<file path="src/rtl/mem_arbiter_pkg.sv">
// rtl/mem_arbiter_pkg.sv - shared encodings for the memory arbiter
package mem_arbiter_pkg;

  localparam logic [1:0] ST_IDLE   = 2'd0;
  localparam logic [1:0] ST_ACCESS = 2'd1;
  localparam logic [1:0] ST_RESP   = 2'd2;

  localparam logic REQ_CPU = 1'b0;
  localparam logic REQ_LD  = 1'b1;

  localparam int WAIT_CYCLES_DEF = 2;

endpackage

</file>
<file path="src/rtl/mem_arbiter.sv">
// rtl/mem_arbiter.sv - round-robin arbiter sharing main memory between CPU and loader
module mem_arbiter
  import mem_arbiter_pkg::*;
#(
  parameter int ADDR_W      = 32,
  parameter int DATA_W      = 32,
  parameter int WAIT_CYCLES = WAIT_CYCLES_DEF
) (
  input  logic              clk,
  input  logic              reset,
  input  logic              cpu_rd,
  input  logic              cpu_wr,
  input  logic [ADDR_W-1:0] cpu_addr,
  input  logic [DATA_W-1:0] cpu_wdata,
  output logic [DATA_W-1:0] cpu_rdata,
  output logic              cpu_ready,
  input  logic              ld_req,
  input  logic              ld_we,
  input  logic [ADDR_W-1:0] ld_addr,
  input  logic [DATA_W-1:0] ld_wdata,
  output logic [DATA_W-1:0] ld_rdata,
  output logic              ld_ready,
  output logic              mem_en,
  output logic              mem_we,
  output logic [ADDR_W-1:0] mem_addr,
  output logic [DATA_W-1:0] mem_wdata,
  input  logic [DATA_W-1:0] mem_rdata,
  output logic              busy
);

  localparam logic [3:0] CNT_INIT = 4'(WAIT_CYCLES - 1);

  logic [1:0]        state_q, state_d;
  logic              last_grant_q, last_grant_d;
  logic              grant_q, grant_d;
  logic [3:0]        cnt_q, cnt_d;
  logic              we_q, we_d;
  logic [ADDR_W-1:0] addr_q, addr_d;
  logic [DATA_W-1:0] wdata_q, wdata_d;
  logic [DATA_W-1:0] cpu_rdata_q, cpu_rdata_d;
  logic [DATA_W-1:0] ld_rdata_q, ld_rdata_d;

  logic cpu_req;
  logic pick_ld;

  assign cpu_req = cpu_rd | cpu_wr;
  // Loader wins when it is alone, or on a tie when the CPU was served last.
  assign pick_ld = ld_req & (~cpu_req | (last_grant_q == REQ_CPU));

  always_comb begin
    state_d      = state_q;
    last_grant_d = last_grant_q;
    grant_d      = grant_q;
    cnt_d        = cnt_q;
    we_d         = we_q;
    addr_d       = addr_q;
    wdata_d      = wdata_q;
    cpu_rdata_d  = cpu_rdata_q;
    ld_rdata_d   = ld_rdata_q;
    case (state_q)
      ST_IDLE: begin
        if (cpu_req || ld_req) begin
          grant_d      = pick_ld ? REQ_LD : REQ_CPU;
          last_grant_d = pick_ld ? REQ_LD : REQ_CPU;
          we_d         = pick_ld ? ld_we : cpu_wr;
          addr_d       = pick_ld ? ld_addr : cpu_addr;
          wdata_d      = pick_ld ? ld_wdata : cpu_wdata;
          cnt_d        = CNT_INIT;
          state_d      = ST_ACCESS;
        end
      end
      ST_ACCESS: begin
        if (cnt_q == 4'd0) begin
          if (!we_q) begin
            if (grant_q == REQ_LD) ld_rdata_d = mem_rdata;
            else                   cpu_rdata_d = mem_rdata;
          end
          state_d = ST_RESP;
        end else begin
          cnt_d = cnt_q - 4'd1;
        end
      end
      ST_RESP: state_d = ST_IDLE;
      default: state_d = ST_IDLE;
    endcase
  end

  always_ff @(posedge clk) begin
    if (reset) begin
      state_q      <= ST_IDLE;
      last_grant_q <= REQ_LD;
      grant_q      <= REQ_CPU;
      cnt_q        <= 4'd0;
      we_q         <= 1'b0;
      addr_q       <= '0;
      wdata_q      <= '0;
      cpu_rdata_q  <= '0;
      ld_rdata_q   <= '0;
    end else begin
      state_q      <= state_d;
      last_grant_q <= last_grant_d;
      grant_q      <= grant_d;
      cnt_q        <= cnt_d;
      we_q         <= we_d;
      addr_q       <= addr_d;
      wdata_q      <= wdata_d;
      cpu_rdata_q  <= cpu_rdata_d;
      ld_rdata_q   <= ld_rdata_d;
    end
  end

  assign busy      = (state_q != ST_IDLE);
  assign mem_en    = (state_q == ST_ACCESS);
  assign mem_we    = mem_en & we_q;
  assign mem_addr  = addr_q;
  assign mem_wdata = wdata_q;
  assign cpu_rdata = cpu_rdata_q;
  assign ld_rdata  = ld_rdata_q;
  assign cpu_ready = (state_q == ST_RESP) && (grant_q == REQ_CPU);
  assign ld_ready  = (state_q == ST_RESP) && (grant_q == REQ_LD);

endmodule

</file>
<file path="config.mk">
export PLATFORM = sky130hd
export DESIGN_NAME = mem_arbiter
export DESIGN_NICKNAME = d
export VERILOG_FILES = /design/src/rtl/mem_arbiter_pkg.sv /design/src/rtl/mem_arbiter.sv
export SDC_FILE = /design/constraint.sdc
export NUM_CORES = 1
export LEC_CHECK = 0
export ABC_CLOCK_PERIOD_IN_PS = 2600
export CAP_MARGIN = 20
export CORE_ASPECT_RATIO = 1.75
export CORE_MARGIN = 1.5
export CORE_UTILIZATION = 46
export CTS_BUF_LIST = sky130_fd_sc_hd__clkbuf_16
export CTS_CLUSTER_SIZE = 8
export DETAILED_ROUTE_END_ITERATION = 10
export PLACE_DENSITY = 0.87
export SLEW_MARGIN = 20
export SYNTH_ARGS = -nofsm -noshare
export SYNTH_HDL_FRONTEND = slang
export SYNTH_SLANG_ARGS = --single-unit
</file>
<file path="constraint.sdc">
create_clock -name clk -period 2.6 [get_ports clk]
set_input_delay 0.39 -clock clk [delete_from_list [all_inputs] [get_ports clk]]
set_output_delay 0.39 -clock clk [all_outputs]
set_load 0.01 [all_outputs]
</file>
==> qor_table.md <==
| Step | Quantity | This run |
|:---|:---|:---|
| placement | Port Buffers | 298 |
| power | Leakage component of the power | 0.00419 uW |
| timing | Remaining max-slew budget at the tightest pin | 54.1% |
| logic synthesis | Area fraction in and, or, nand and nor cells after synthesis | 30.7% |
| logic synthesis | Sequential fraction of the synthesis area | 41.2% |
| setup path | Delay of the slowest cell on the worst path | 0.60 ns |
| logic synthesis | Largest family of logic cells by synthesized area | simple AND/OR/NAND/NOR gates |
| global route | Total routing resource utilization after global routing | 28.2% |
| run status | Outcome | completed |
| routing | Vias | 6642 |
| layout | Net count of the finished layout | 1107 |
| floorplanning | Die Span X | 93.9 um |
| floorplanning | Site Rows | 58 |
| timing | Count of endpoints failing hold in the final timing report | 0 |
| clock network | # clock sinks | 137 |
| floorplanning | Overall die area | 15200 sq um |
| layout | Layout cells sized above 1 | 6.62% |
| routing | Final Routed Wirelength | 21900 um |
| logic synthesis | Parity-gate share of the synthesized area counting xor and xnor cells | 0% |
| routing | Ratio of routed vias to standard cells | 5.87 |
| logic synthesis | Compound-gate portion of the synthesized area | 11.2% |
| power | Max VDD drop | 0.000383 V |
| global route | Initial antenna violation count | 1 |
| setup path | Path type of the worst setup path | reg -> out |
| logic synthesis | Distinct cell type count after synthesis | 37 |
| global route | Maximum number of pins on one net before global-route repair | 77 |
| global route | Global-route wire length before repair | 33800 um |
| timing | Final count of pins violating max slew | 0 |
| power | PwrDens | 642 nW/um^2 |
| placement | Placer congestion estimate | 0.849 |
| timing | RSZ-0062 raised after global routing | no |
| timing | Highest clock frequency the design can meet | 447 MHz |
| min path | Hold crit path type | reg -> reg |
| timing | Setup TNS after final layout | 0 ns |
| clock network | Total clock buffers created by CTS | 17 |
| logic synthesis | Average cell area after synthesis | 9.63 sq um |
| global route | Number of global-route vias before repair | 6542 |
| routing | Antenna viol nets, final | 0 |
| routing | DRC Markers | 0 |
| clock network | Clock tree from TritonCTS | yes |
| setup path | Slowest stage cell on the critical path | sky130_fd_sc_hd__clkdlybuf4s50_1 |
| clock network | Resize count post-CTS | 0 |
| clock network | Setup fix buffers added after clock tree synthesis | 0 |
| setup path | Critical Path AT | 1.85 ns |
| floorplanning | I/O pins | 299 |
| logic synthesis | Mux cell area share after synthesis | 9.62% |
| setup path | Series of cell instances along the critical path | buf_4 > nor3b_1 > clkdlybuf4s50_1 |
| routing | Detailed Route Iter0 Violations | 421 |
| timing | Setup skew after layout | 0.0128 ns |
| setup path | Kind of start point of the critical path | flop |
| clock network | Buffer cell driving the clock tree root | sky130_fd_sc_hd__clkbuf_16 |
| layout | Number of fill cells in the layout | 1083 |
| floorplanning | Effective utilization at floorplan | 46.8% |
| floorplanning | Die extent in y | 162 um |
| timing | Worst Max-Slew Pin Slew | 0.689 ns |
| routing | Wire length per cell | 19.3 um |
| job | Count of max-cap constraint violations | 0 |
| clock network | Reg clk slew, reported paths | 0.06 ns |
| setup path | Required time at the worst-slack endpoint | 2.21 ns |
| logic synthesis | Adder-cell share of the synthesized area | 0.376% |
| floorplanning | Area of the core | 14200 sq um |
| timing | Fin crit share | 86.0% |
| global route | Total congestion overflow | 0 |
| setup path | Max Fanout on Critical Path | 37 |
| layout | Relative area change from synthesis to final layout | 54.6% |
| routing | Number of iterations in the first detailed-routing pass | 5 |
| logic synthesis | Yosys warning total | 0 |
| clock network | Clk_lat worst skew | 0.41 ns |
| logic synthesis | Synthesized netlist net count | 859 |
| clock network | CTS H-tree lvls | 4 |
| timing | Setup violators final | 0 |
| placement | HPWL after detailed placement | 14600 um |
| setup path | Endpoint kind of the worst setup timing path | primary output |
| logic synthesis | #FFs+latches synth | 137 |
| timing | Time the worst path needs with I/O delays and setup | 2.24 ns |
| logic synthesis | Cell area after synthesis | 6660 sq um |
| layout | Post-route core utilization | 72.4% |
| logic synthesis | Number of instances in the synthesized netlist | 691 |
| clock network | CTS max path bufs | 2 |
| clock network | Number of hold buffers added after cts | 0 |
-- layer usage --
metal / track usage (%) / vias up / routed length [um]
met2: 47.9 / 351 / 11100
met3: 6.46 / 66 / 1580
li1: - / 3125 / -
met1: 32.3 / 3100 / 8160
met4: 15.3 / 0 / 1030
met5: 0 / - / 0
-- registers in the layout, summed over array words and instances (netlist names) --
signal and cells:
state_q 2, last_grant_q 1, cpu_rdata 32, ld_rdata 32, grant_q 1, mem_wdata 32, cnt_q 4, mem_addr 32
we_q 1
-- cell usage in the layout, fill, tap and decap left out, types with 2 or more instances in the layout --
master	instances
sky130_fd_sc_hd__mux2i_1	64
sky130_fd_sc_hd__dfxtp_2	2
sky130_fd_sc_hd__clkbuf_16	17
sky130_fd_sc_hd__inv_1	7
sky130_fd_sc_hd__clkinv_2	2
sky130_fd_sc_hd__buf_4	15
sky130_fd_sc_hd__inv_6	4
sky130_fd_sc_hd__o21ai_0	4
sky130_fd_sc_hd__ha_1	2
sky130_fd_sc_hd__nand2b_1	2
sky130_fd_sc_hd__bufinv_16	3
sky130_fd_sc_hd__buf_12	6
sky130_fd_sc_hd__or4_1	2
sky130_fd_sc_hd__a221o_1	64
sky130_fd_sc_hd__clkinv_4	2
sky130_fd_sc_hd__clkdlybuf4s50_1	297
sky130_fd_sc_hd__nor3b_1	3
sky130_fd_sc_hd__a21oi_1	3
sky130_fd_sc_hd__dfxtp_1	135
sky130_fd_sc_hd__nor4b_1	64
sky130_fd_sc_hd__and3_1	64
sky130_fd_sc_hd__nor3_1	2
sky130_fd_sc_hd__nor2_1	3
sky130_fd_sc_hd__clkinvlp_4	2
sky130_fd_sc_hd__and4_1	64
sky130_fd_sc_hd__nand2_1	97
-- power breakdown --
| group | internal, uW | leakage, uW | switching (uW) |
|---|---|---|---|
| Clock | 1510 | 0.000288 | 921 |
| Combinational | 924 | 0.00278 | 786 |
| Sequential | 2320 | 0.00112 | 142 |
-- metrics by stage --
step / hold slack (ns) / cell area (sq um) / setup WS, ns / power, uW / instances
floorplan: 0.466 / 6660 / 0.876 / 3300 / 691
global placement: 0.442 / 9690 / 0.328 / 4170 / 1100
detailed placement: 0.449 / 9690 / 0.298 / 4190 / 1100
CTS: 0.459 / 10300 / 0.345 / 6640 / 1131
global route: 0.475 / 10300 / 0.297 / 6870 / 1132
finish: 0.455 / 10300 / 0.365 / 6600 / 1132
-- cells in the mapped netlist, drive strengths merged --
cell type | n | share of area [%]
a32oi | 1 | 0.13
buf | 36 | 3.4
nor3 | 2 | 0.15
ha | 2 | 0.38
nor3b | 3 | 0.34
a21oi | 4 | 0.36
and4b | 1 | 0.15
nor4b | 64 | 8.4
a31o | 1 | 0.13
o32ai | 1 | 0.13
dfxtp | 137 | 41
a221o | 64 | 9.6
nor4 | 1 | 0.32
o21ai | 5 | 0.38
a22oi | 1 | 0.11
o31ai | 1 | 0.11
inv | 8 | 0.45
clkbuf | 54 | 3.1
nand3 | 1 | 0.075
nand2b | 2 | 0.19
mux2i | 64 | 9.6
or4 | 2 | 0.23
nand4 | 1 | 0.19
and3 | 64 | 6.0
o22ai | 1 | 0.094
and4 | 64 | 8.4
nand2 | 98 | 5.5
nor2 | 4 | 0.26
or3b | 1 | 0.13
o211ai | 1 | 0.11
or3 | 2 | 0.26
-- final timing paths --
check               startpoint  depth (start not counted)  slack, ns           end
hold / removal    cpu_rdata[9]                          2       0.46  cpu_rdata[9]
hold reg to reg   cpu_rdata[9]                          2       0.46  cpu_rdata[9]
setup / recovery    state_q[0]                          3       0.36     cpu_ready
setup reg to reg    state_q[1]                          5       0.69  mem_addr[19]
-- logic make-up after synthesis --
group,after synthesis
compound gates,80
fa+ha+maj,2
buf+inv,98
flops,137
mux,64
simple gates,310
-- worst max-delay path, delay by kind of cell, from the launching register on --
kind	cells	cell delay, ns
simple gates	1	0.23
flops	1	0.34
buf+inv	2	0.86
-- area by class of cell --
cell class	instances	area (sq um)	area share [%]
multi-input combinational	456	3480	33.8
timing repair buffer	319	3210	31.2
sequential	137	2750	26.7
clock buffer	17	425	4.13
tap	180	225	2.19
clock inverter	14	171	1.67
inverter	8	32.5	0.316
antenna	1	2.50	0.0243
No activity file was read; power rests on OpenSTA's default activity.
